==> config.mk <==
export PLATFORM = sky130hd
export DESIGN_NAME = decode_stage_flat
export DESIGN_NICKNAME = d
export VERILOG_FILES = /design/src/rtl/rv_pkg.sv /design/src/rtl/decode_stage_if.sv /design/src/rtl/decode_stage_imm_gen.sv /design/src/rtl/decode_stage.sv /design/src/flat_wrapper.sv
export SDC_FILE = /design/constraint.sdc
export NUM_CORES = 1
export LEC_CHECK = 0
export CORE_MARGIN = 4
export CORE_UTILIZATION = 30
export DETAILED_ROUTE_END_ITERATION = 8
export HOLD_SLACK_MARGIN = 0.06
export PLACE_DENSITY = 0.71
export SLEW_MARGIN = 10
export SYNTH_ARGS = -nofsm -noshare
export SYNTH_HDL_FRONTEND = slang
export SYNTH_SLANG_ARGS = --single-unit
==> constraint.sdc <==
create_clock -name clock -period 3.25 [get_ports clock]
set_input_delay 0.65 -clock clock [delete_from_list [all_inputs] [get_ports clock]]
set_output_delay 0.65 -clock clock [all_outputs]
set_load 0.1 [all_outputs]
==> src/rtl/rv_pkg.sv <==
// RV32I shared decode definitions: opcodes, immediate formats
// and the opcode classifiers used by ID and the branch-target logic.
package rv_pkg;

   localparam int XLEN_DEF = 32;

   localparam logic [6:0] OP_LUI    = 7'b0110111;
   localparam logic [6:0] OP_AUIPC  = 7'b0010111;
   localparam logic [6:0] OP_JAL    = 7'b1101111;
   localparam logic [6:0] OP_JALR   = 7'b1100111;
   localparam logic [6:0] OP_BRANCH = 7'b1100011;
   localparam logic [6:0] OP_LOAD   = 7'b0000011;
   localparam logic [6:0] OP_STORE  = 7'b0100011;
   localparam logic [6:0] OP_IMM    = 7'b0010011;
   localparam logic [6:0] OP_REG    = 7'b0110011;

   typedef enum logic [2:0] {
      IMM_NONE,
      IMM_I,
      IMM_S,
      IMM_B,
      IMM_U,
      IMM_J
   } imm_fmt_e;

   function automatic imm_fmt_e imm_fmt(input logic [6:0] op);
      imm_fmt_e f;
      f = IMM_NONE;
      unique case (1'b1)
         (op == OP_IMM || op == OP_LOAD || op == OP_JALR): f = IMM_I;
         (op == OP_STORE):                                 f = IMM_S;
         (op == OP_BRANCH):                                f = IMM_B;
         (op == OP_LUI || op == OP_AUIPC):                 f = IMM_U;
         (op == OP_JAL):                                   f = IMM_J;
         default:                                          f = IMM_NONE;
      endcase
      return f;
   endfunction

   function automatic logic is_known(input logic [6:0] op);
      return op == OP_LUI  || op == OP_AUIPC || op == OP_JAL
          || op == OP_JALR || op == OP_BRANCH || op == OP_LOAD
          || op == OP_STORE || op == OP_IMM  || op == OP_REG;
   endfunction

endpackage

==> src/rtl/decode_stage_if.sv <==
// IF -> ID handshake: instruction, pc, valid and redirect in,
// stall back out to hold the fetch unit.
interface decode_stage_if #(
   parameter int XLEN = rv_pkg::XLEN_DEF
);
   logic            if_valid;
   logic [XLEN-1:0] if_pc;
   logic [31:0]     if_insn;
   logic            flush;
   logic            stall;

   modport master (
      output if_valid, if_pc, if_insn, flush,
      input  stall
   );

   modport slave (
      input  if_valid, if_pc, if_insn, flush,
      output stall
   );
endinterface

==> src/rtl/decode_stage_imm_gen.sv <==
// Combinational RV32I immediate extractor, sign-extended to XLEN.
// Shared with the branch-target path.
module imm_gen
   import rv_pkg::*;
#(
   parameter int XLEN = XLEN_DEF
) (
   input  logic [31:0]     insn,
   output logic [XLEN-1:0] imm
);

   logic signed [31:0] i32;

   always_comb begin
      i32 = '0;
      unique case (imm_fmt(insn[6:0]))
         IMM_I: i32 = {{20{insn[31]}}, insn[31:20]};
         IMM_S: i32 = {{20{insn[31]}}, insn[31:25], insn[11:7]};
         IMM_B: i32 = {{19{insn[31]}}, insn[31], insn[7],
                       insn[30:25], insn[11:8], 1'b0};
         IMM_U: i32 = {insn[31:12], 12'b0};
         IMM_J: i32 = {{11{insn[31]}}, insn[31], insn[19:12],
                       insn[20], insn[30:21], 1'b0};
         default: i32 = '0;
      endcase
      imm = XLEN'(i32);
   end

endmodule

==> src/rtl/decode_stage.sv <==
// RV32I ID stage: decode, operand read with writeback bypass,
// load-use stall and the ID/EX pipeline register.
module decode_stage
   import rv_pkg::*;
#(
   parameter int XLEN      = XLEN_DEF,
   parameter int WB_BYPASS = 1
) (
   input  logic            clock,
   input  logic            reset_n,
   decode_stage_if.slave   fe,
   output logic [31:0]     addr_rs1,
   output logic [31:0]     addr_rs2,
   input  logic [XLEN-1:0] data_rs1,
   input  logic [XLEN-1:0] data_rs2,
   input  logic [31:0]     wb_addr_rd,
   input  logic [XLEN-1:0] wb_data_rd,
   input  logic            wb_write_enable,
   output logic            ex_valid,
   output logic [XLEN-1:0] ex_pc,
   output logic [XLEN-1:0] ex_rs1_val,
   output logic [XLEN-1:0] ex_rs2_val,
   output logic [XLEN-1:0] ex_imm,
   output logic [4:0]      ex_rs1,
   output logic [4:0]      ex_rs2,
   output logic [4:0]      ex_rd,
   output logic [6:0]      ex_opcode,
   output logic [2:0]      ex_funct3,
   output logic [6:0]      ex_funct7,
   output logic            ex_mem_read,
   output logic            ex_mem_write,
   output logic            ex_reg_write
);

   logic [6:0]      op;
   logic [4:0]      rs1;
   logic [4:0]      rs2;
   logic [4:0]      rd;
   logic [XLEN-1:0] imm;
   logic [XLEN-1:0] rs1_val;
   logic [XLEN-1:0] rs2_val;
   logic            bp1;
   logic            bp2;
   logic            uses_rs1;
   logic            uses_rs2;
   logic            writes_rd;
   logic            take;
   logic            hz;

   assign op  = fe.if_insn[6:0];
   assign rd  = fe.if_insn[11:7];
   assign rs1 = fe.if_insn[19:15];
   assign rs2 = fe.if_insn[24:20];

   assign addr_rs1 = {27'b0, rs1};
   assign addr_rs2 = {27'b0, rs2};

   imm_gen #(.XLEN(XLEN)) u_imm (
      .insn (fe.if_insn),
      .imm  (imm)
   );

   assign bp1 = (WB_BYPASS != 0) && wb_write_enable
             && (wb_addr_rd != 32'd0) && (wb_addr_rd == addr_rs1);
   assign bp2 = (WB_BYPASS != 0) && wb_write_enable
             && (wb_addr_rd != 32'd0) && (wb_addr_rd == addr_rs2);

   // x0 reads as zero whatever the file or writeback say
   assign rs1_val = (rs1 == 5'd0) ? '0 : (bp1 ? wb_data_rd : data_rs1);
   assign rs2_val = (rs2 == 5'd0) ? '0 : (bp2 ? wb_data_rd : data_rs2);

   assign uses_rs1 = !(op == OP_LUI || op == OP_AUIPC || op == OP_JAL);
   assign uses_rs2 = op == OP_REG || op == OP_STORE || op == OP_BRANCH;

   assign writes_rd = (rd != 5'd0)
                   && (op == OP_LUI  || op == OP_AUIPC || op == OP_JAL
                    || op == OP_JALR || op == OP_LOAD  || op == OP_IMM
                    || op == OP_REG);

   assign take = fe.if_valid && is_known(op);

   assign hz = fe.if_valid && ex_valid && ex_mem_read && (ex_rd != 5'd0)
            && ((uses_rs1 && ex_rd == rs1) || (uses_rs2 && ex_rd == rs2));

   assign fe.stall = hz && !fe.flush;

   always_ff @(posedge clock) begin
      if (!reset_n) begin
         ex_valid     <= 1'b0;
         ex_pc        <= '0;
         ex_rs1_val   <= '0;
         ex_rs2_val   <= '0;
         ex_imm       <= '0;
         ex_rs1       <= '0;
         ex_rs2       <= '0;
         ex_rd        <= '0;
         ex_opcode    <= '0;
         ex_funct3    <= '0;
         ex_funct7    <= '0;
         ex_mem_read  <= 1'b0;
         ex_mem_write <= 1'b0;
         ex_reg_write <= 1'b0;
      end else if (fe.flush || hz) begin
         ex_valid     <= 1'b0;
         ex_mem_read  <= 1'b0;
         ex_mem_write <= 1'b0;
         ex_reg_write <= 1'b0;
      end else begin
         ex_valid     <= take;
         ex_pc        <= fe.if_pc;
         ex_rs1_val   <= rs1_val;
         ex_rs2_val   <= rs2_val;
         ex_imm       <= imm;
         ex_rs1       <= rs1;
         ex_rs2       <= rs2;
         ex_rd        <= rd;
         ex_opcode    <= op;
         ex_funct3    <= fe.if_insn[14:12];
         ex_funct7    <= fe.if_insn[31:25];
         ex_mem_read  <= take && (op == OP_LOAD);
         ex_mem_write <= take && (op == OP_STORE);
         ex_reg_write <= take && writes_rd;
      end
   end

endmodule

==> src/flat_wrapper.sv <==
// flat-port wrapper written by rule: the top's interface ports become plain ports
module decode_stage_flat import rv_pkg::*;
#(
   parameter int XLEN      = XLEN_DEF,
   parameter int WB_BYPASS = 1
)
  (clock, reset_n, addr_rs1, addr_rs2, data_rs1, data_rs2, wb_addr_rd, wb_data_rd, wb_write_enable, ex_valid, ex_pc, ex_rs1_val, ex_rs2_val, ex_imm, ex_rs1, ex_rs2, ex_rd, ex_opcode, ex_funct3, ex_funct7, ex_mem_read, ex_mem_write, ex_reg_write, fe_if_valid, fe_if_pc, fe_if_insn, fe_flush, fe_stall);
  decode_stage_if #(.XLEN(XLEN)) fe_i ();
  input  logic clock;
  input  logic reset_n;
  output logic [31:0] addr_rs1;
  output logic [31:0] addr_rs2;
  input  logic [XLEN-1:0] data_rs1;
  input  logic [XLEN-1:0] data_rs2;
  input  logic [31:0] wb_addr_rd;
  input  logic [XLEN-1:0] wb_data_rd;
  input  logic wb_write_enable;
  output logic ex_valid;
  output logic [XLEN-1:0] ex_pc;
  output logic [XLEN-1:0] ex_rs1_val;
  output logic [XLEN-1:0] ex_rs2_val;
  output logic [XLEN-1:0] ex_imm;
  output logic [4:0] ex_rs1;
  output logic [4:0] ex_rs2;
  output logic [4:0] ex_rd;
  output logic [6:0] ex_opcode;
  output logic [2:0] ex_funct3;
  output logic [6:0] ex_funct7;
  output logic ex_mem_read;
  output logic ex_mem_write;
  output logic ex_reg_write;
  input wire logic [$bits(fe_i.if_valid)-1:0] fe_if_valid;
  input wire logic [$bits(fe_i.if_pc)-1:0] fe_if_pc;
  input wire logic [$bits(fe_i.if_insn)-1:0] fe_if_insn;
  input wire logic [$bits(fe_i.flush)-1:0] fe_flush;
  output wire logic [$bits(fe_i.stall)-1:0] fe_stall;
  assign fe_i.if_valid = fe_if_valid;
  assign fe_i.if_pc = fe_if_pc;
  assign fe_i.if_insn = fe_if_insn;
  assign fe_i.flush = fe_flush;
  assign fe_stall = fe_i.stall;
  decode_stage #(.XLEN(XLEN), .WB_BYPASS(WB_BYPASS)) u_core (.clock(clock), .reset_n(reset_n), .fe(fe_i), .addr_rs1(addr_rs1), .addr_rs2(addr_rs2), .data_rs1(data_rs1), .data_rs2(data_rs2), .wb_addr_rd(wb_addr_rd), .wb_data_rd(wb_data_rd), .wb_write_enable(wb_write_enable), .ex_valid(ex_valid), .ex_pc(ex_pc), .ex_rs1_val(ex_rs1_val), .ex_rs2_val(ex_rs2_val), .ex_imm(ex_imm), .ex_rs1(ex_rs1), .ex_rs2(ex_rs2), .ex_rd(ex_rd), .ex_opcode(ex_opcode), .ex_funct3(ex_funct3), .ex_funct7(ex_funct7), .ex_mem_read(ex_mem_read), .ex_mem_write(ex_mem_write), .ex_reg_write(ex_reg_write));
endmodule
== Yosys cells after proc, flatten, opt, wreduce, memory -nomap -nowiden ==
Cells that the tools add are included.

* Input port bits: 197
* Output and inout port bits: 229
* Word-level logic and storage cells: 79
* Register bits: 164

* Equality and inequality tests: 18
* Bitwise operators: 1
* Mux-type cells: 6
* Reduce and logical (&&, ||, !) cells: 40

{| class="wikitable"
|+ Operator list
! cell !! number
|-
| $pmux 32 s5 || 1
|-
| $mux 32 || 4
|-
| $eq 32x5->1 || 2
|-
| $reduce_bool 32->1 || 1
|-
| $eq 7x6->1 const B || 3
|-
| $eq 7x7->1 const B || 3
|-
| $logic_or 1x1->1 || 17
|-
| $logic_and 1x1->1 || 15
|-
| $pmux 3 s5 || 1
|-
| $eq 7x5->1 const B || 2
|-
| $eq 5x5->1 || 2
|-
| $logic_not 5->1 || 2
|-
| $reduce_bool 5->1 || 2
|-
| $eq 7x2->1 const B || 1
|-
| $eq 3x2->1 const B || 2
|-
| $eq 3x3->1 const B || 2
|-
| $eq 3x1->1 const B || 1
|-
| $logic_not 1->1 || 2
|-
| $reduce_or 2->1 || 1
|-
| $not 1->1 || 1
|}

== Logic depth before layout (Yosys ltp) ==
Gate-level depths: netlist of the first run.

* Depth in word-level cells: 11
* Mapped depth: 8
* Gate-level depth less buffers: 5

== Hierarchy ==
A second synthesis of the first run with hierarchy kept.

* Cells, all modules: 926
* Area, all modules: 8490.6 um2

{| class="wikitable"
|+ By module, submodules not included
! module !! times used !! seq. area each (um2) !! area each (um2) !! cells each
|-
| decode_stage || 1 || 3283.1 || 7991.4 || 852
|-
| imm_gen || 1 || 0.0 || 499.2 || 74
|}

== Least setup slack after synthesis of the first run ==
OpenSTA, ideal clock, no wires.

* Kind: register to output
* From: register u_core.ex_rd[2]
* To: output port fe_stall
* Required time: 2.600 ns
* Buffers on the path: 0
* Data arrival time: 3.259 ns
* Path slack: -0.659 ns
* Cell stages (with the launch flop): 6
* Cells stage by stage: dfxtp_1 -> xnor2_1 -> nand3_1 -> nor4_2 -> nor2_1 -> nor2_1

* Longest elaborated chain between the ends: 5
* Elaborated cells between the ends (all ways): 9
* Classes of those cells: eq/ne: 2; reduce/logical: 7

{| class="wikitable"
|+ RTL lines
! what !! RTL line !! source
|-
| start: declaration || decode_stage.sv:26 || <nowiki>output logic [4:0] ex_rd,</nowiki>
|-
| start signal: assignment || decode_stage.sv:116 || <nowiki>ex_rd <= rd;</nowiki>
|-
| $eq 5x5->1 || decode_stage.sv:83 || <nowiki>&& ((uses_rs1 && ex_rd == rs1) || (uses_rs2 && ex_rd == rs2));</nowiki>
|-
| $logic_and 1x1->1 || decode_stage.sv:83 ||
|-
| $logic_or 1x1->1 || decode_stage.sv:83 ||
|-
| $logic_and 1x1->1 (*) || decode_stage.sv:83 ||
|-
| $logic_and 1x1->1 (*) || decode_stage.sv:85 || <nowiki>assign fe.stall = hz && !fe.flush;</nowiki>
|-
| end: declaration || flat_wrapper.sv:36 || <nowiki>output wire logic [$bits(fe_i.stall)-1:0] fe_stall;</nowiki>
|}

Every way passes the cells marked *; elsewhere a longest branch is shown, timed or not.

== Worst setup path after layout of the first run ==
* From: input port fe_if_insn[4]
* To: output port fe_stall

* Longest elaborated chain between the ends: 8
* Elaborated cells between the ends (all ways): 16
* Classes of those cells: eq/ne: 6; reduce/logical: 10

{| class="wikitable"
|+ RTL lines
! what !! RTL line !! source
|-
| start: declaration || flat_wrapper.sv:34 || <nowiki>input wire logic [$bits(fe_i.if_insn)-1:0] fe_if_insn;</nowiki>
|-
| $eq 7x6->1 or $eq 7x5->1 (tied branches) || decode_stage.sv:72 || <nowiki>assign uses_rs1 = !(op == OP_LUI || op == OP_AUIPC || op == OP_JAL);</nowiki>
|-
| $logic_or 1x1->1 (2 in a row) || decode_stage.sv:72 ||
|-
| $logic_not 1->1 || decode_stage.sv:72 ||
|-
| $logic_and 1x1->1 || decode_stage.sv:83 ||
|-
| $logic_or 1x1->1 (*) || decode_stage.sv:83 ||
|-
| $logic_and 1x1->1 (*) || decode_stage.sv:83 ||
|-
| $logic_and 1x1->1 (*) || decode_stage.sv:85 ||
|}

Marked as above.

==> Flow_metrics.wiki, run 1 <==
{| class="wikitable"
! Metric !! Value
|-
| Worst ir drop on vdd || 250 uV
|-
| Leakage power figure || 5.66 nW
|-
| Worst setup path class || primary input to output port
|-
| Gr ovfl total || 0
|-
| Core area || 27100 um^2
|-
| Latest clock arrival within the worst-skew pair || 0.42 ns
|-
| Per-instance average area after synthesis || 9.21 um^2
|-
| Kind of cell adding the most delay to the critical path || buffers and inverters
|-
| Final wirelength || 31400 um
|-
| Post-synthesis sequential area ratio || 0.395
|-
| Pin count of the biggest net entering global routing || 93
|-
| # Post-CTS Setup Buffers || 0
|-
| Post-synthesis cell type count || 54
|-
| Worst min-delay path category || register to register
|-
| Portion of netlist area occupied by mux cells || 0.188
|-
| Shortest clock period the worst path allows after layout || 2.92 ns
|-
| Total count of max-transition violations in the final report || 0
|-
| Detailed-route DRC error count || 0
|-
| Worst endpoint required time || 2.60 ns
|-
| Setup repair after global routing missed its margin || false
|-
| CP startpoint kind || primary input
|-
| Final period util || 0.899
|-
| Buf/Inv on CP || 3
|-
| Mapped Cells || 902
|-
| Synthesized-area fraction occupied by xor and xnor cells || 0.0211
|-
| Total global routing track utilization || 0.195
|-
| Via density per instance || 4.70
|-
| Met3 routed wirelength || 2470 um
|-
| Crit-path max cell delay || 0.47 ns
|-
| Most used flip-flop cell after synthesis || sky130_fd_sc_hd__dfxtp_1
|-
| Effective utilization at floorplan || 0.306
|-
| Clk pin slew, worst setup/hold paths || 0.06 ns
|-
| Compound-Gate Fraction of Synth Area || 0.131
|-
| Routed wire per std cell || 19.1 um
|-
| Critical path endpoint category || output port
|-
| Post-synthesis share of cell area spent on full adders, half adders and majority gates || 0
|-
| Area share of and/or/nand/nor cells after synthesis || 0.135
|-
| Share of async-settable or async-resettable flops after synthesis || 0
|-
| Post-route antenna net violation count || 0
|-
| Root cell of the clock tree || sky130_fd_sc_hd__clkbuf_16
|-
| Met1 Routed Length || 12000 um
|-
| Met2 layer wire length in the routed design || 16100 um
|-
| Critical path peak fanout || 11
|-
| Gates resized, CTS repair || 0
|-
| Buffers added on ports || 371
|-
| Count of filler cells inserted in the layout || 2597
|-
| Die outline height || 174 um
|-
| Die Footprint || 30400 um^2
|-
| Final layout net count || 1451
|-
| Top-level I/O count || 426
|-
| Total chip power || 6.19 mW
|-
| 1st-iter DRT viols || 472
|-
| Fraction of final layout cells with drive strength greater than 1 || 0.223
|-
| Total number of vias || 7705
|-
| Number of buffers on the longest clock path || 2
|-
| Global-route wire length before repair || 46300 um
|-
| Post-CTS Hold Buffers || 0
|-
| Number of enable flip-flop cells after synthesis || 0
|-
| Worst slew margin || 0.397
|-
| Total of warnings raised by yosys || 0
|-
| Final hold violation count || 0
|-
| Area added between synthesis and finish || 51.3%
|-
| Upper clock frequency limit || 0.342 GHz
|-
| Number of global-route vias before repair || 7662
|-
| Cell Area, Synth || 8300 um^2
|-
| Outcome || finished clean
|-
| Power per cell area || 493 nW/um^2
|-
| Clock tree skew after final layout || 0.0105 ns
|-
| Number of clock buffers inserted by TritonCTS || 17
|-
| Width of the chip || 174 um
|-
| Combinational family with the most area after synthesis || multiplexers
|-
| Row cnt || 60
|-
| Post-synthesis sequential element count || 164
|-
| Number of clock sinks || 164
|-
| Final-layout setup total negative slack || 0 ns
|-
| Clock tree from TritonCTS || done
|-
| Number of detailed-route iterations in the first pass || 5
|-
| Highest metal layer with signal wires || met5
|-
| H-Tree Level Count || 4
|-
| Crit-path cells || clkdlybuf4s50_1, buf_4, nand4b_1, a21oi_4, nor4_2, nor2_1, nor2_4, buf_12
|-
| Final setup violation count || 0
|-
| Number of violations of the max-capacitance limit || 0
|-
| Actual slew at the worst max-slew pin || 0.904 ns
|-
| Detailed placement HPWL || 24100 um
|-
| RD Place Congestion || 0.849
|-
| Critical path arrival || 2.27 ns
|-
| Number of antenna violations at the first check in global routing || 5
|-
| Slowest cell on crit path || sky130_fd_sc_hd__clkdlybuf4s50_1
|}
[cell usage after synthesis, drive strengths merged (2+ instances only)]
| library cell | instances | area share |
|---|---|---|
| nand2 | 186 | 0.084 |
| dfxtp | 164 | 0.40 |
| mux2i | 156 | 0.19 |
| buf | 87 | 0.080 |
| inv | 68 | 0.031 |
| o32ai | 64 | 0.085 |
| clkbuf | 41 | 0.019 |
| a21o | 20 | 0.018 |
| nor4 | 14 | 0.011 |
| nor2 | 12 | 0.0057 |
| xnor2 | 10 | 0.011 |
| xor2 | 10 | 0.011 |
| a31o | 6 | 0.0063 |
| nand3 | 6 | 0.0036 |
| or4 | 6 | 0.0059 |
| a21oi | 4 | 0.0038 |
| a22oi | 4 | 0.0036 |
| nor3 | 4 | 0.0024 |
| o21ai | 4 | 0.0029 |
| and3 | 3 | 0.0023 |
| nand4 | 3 | 0.0023 |
| nand4b | 3 | 0.0032 |
| nor4b | 3 | 0.0032 |
| a211oi | 2 | 0.0018 |
| nand3b | 2 | 0.0018 |
| or3b | 2 | 0.0024 |
[stage by stage]
step	cell area (um^2)	setup WS [ns]	hold WS [ns]	cells	util
6_report	12600	0.328	0.454	1641	0.464
5_1_grt	12600	0.160	0.477	1641	0.464
4_1_cts	12600	0.306	0.456	1639	0.464
3_5_place_dp	12000	0.0643	0.446	1607	0.441
3_3_place_gp	12000	0.157	0.443	1607	0.441
2_1_floorplan	8510	0.0389	0.789	955	-
[cells in the final DEF, fill, tap and decap left out, drive strengths merged, types with 6 or more instances in the layout]
| cell type | n |
|---|---|
| buf | 213 |
| clkdlybuf4s50 | 195 |
| nand2 | 186 |
| dfxtp | 164 |
| mux2i | 156 |
| inv | 75 |
| o32ai | 64 |
| conb | 54 |
| a21o | 20 |
| clkbuf | 18 |
| nor4 | 14 |
| nor2 | 12 |
| xnor2 | 10 |
| xor2 | 10 |
| nand3 | 6 |
| a31o | 6 |
| or4 | 6 |
[layout make-up]
cell class,instances,area [um^2],area share
timing repair buffer,408,3780,0.300
sequential,164,3280,0.261
multi-input combinational,595,4180,0.333
clock buffer,18,439,0.0349
clock inverter,14,163,0.0129
tap,372,465,0.0370
antenna,2,5.00,0.000398
inverter,68,255,0.0203
[worst register-to-register path: stages (launching register included)]
cell and delay (ns):
sky130_fd_sc_hd__dfxtp_1 0.38, sky130_fd_sc_hd__or4_4 0.57, sky130_fd_sc_hd__o21ai_1 0.17, sky130_fd_sc_hd__nor4_2 0.06, sky130_fd_sc_hd__buf_4 0.18, sky130_fd_sc_hd__or3b_2 0.51, sky130_fd_sc_hd__buf_12 0.21, sky130_fd_sc_hd__o32ai_1 0.42
[layer usage]
metal	vias to the layer above	track usage
met5	-	0
met4	6	0.0561
met3	39	0.0620
met2	291	0.349
met1	3663	0.222
li1	3706	-
[cell families after synthesis]
logic type | Yosys count
AO/OA/AOI/OAI | 113
XOR/XNOR | 20
buffers and inverters | 196
flip-flops | 164
multiplexers | 156
other | 1
AND/OR/NAND/NOR | 252
[path summary, 6_finish.rpt]
path	start	end	slack [ns]	cells after the start
min reg2reg	u_core.ex_rs2_val[24]$_SDFFE_PN0N_	u_core.ex_rs2_val[24]$_SDFFE_PN0N_	0.45	2
min	u_core.ex_rs2_val[24]$_SDFFE_PN0N_	u_core.ex_rs2_val[24]$_SDFFE_PN0N_	0.45	2
max	fe_if_insn[4]	fe_stall	0.33	8
max reg2reg	u_core.ex_rd[1]$_SDFFE_PN0N_	u_core.ex_rs1_val[4]$_SDFFE_PN0N_	0.67	7
[state kept, by name, indices dropped and copies added (netlist names)]
signal,flops
u_core.ex_mem_write,1
u_core.ex_rs1,5
u_core.ex_pc,32
u_core.ex_imm,32
u_core.ex_valid,1
u_core.ex_rd,5
u_core.ex_reg_write,1
u_core.ex_mem_read,1
u_core.ex_opcode,7
u_core.ex_funct7,7
u_core.ex_funct3,3
u_core.ex_rs2,5
u_core.ex_rs1_val,32
u_core.ex_rs2_val,32
[power breakdown]
| part | internal (mW) | total (mW) | switching (mW) |
|---|---|---|---|
| sequential | 2.11 | 2.17 | 0.0589 |
| combinational | 0.522 | 1.91 | 1.39 |
| clock | 1.18 | 2.11 | 0.931 |
| total | 3.81 | 6.19 | 2.38 |
Power figures use the tool's default switching activity.
==> inputs of run 2 (changes only) <==
--- a/config.mk
+++ b/config.mk
@@ -7,7 +7,9 @@
 export LEC_CHECK = 0
 export CORE_MARGIN = 4
 export CORE_UTILIZATION = 30
+export CTS_CLUSTER_DIAMETER = 200
 export DETAILED_ROUTE_END_ITERATION = 8
+export GPL_ROUTABILITY_DRIVEN = 0
 export HOLD_SLACK_MARGIN = 0.06
 export PLACE_DENSITY = 0.71
 export SLEW_MARGIN = 10
==> results of run 2 <==
Final layout, timing and power as in run 1 (identical DEF).
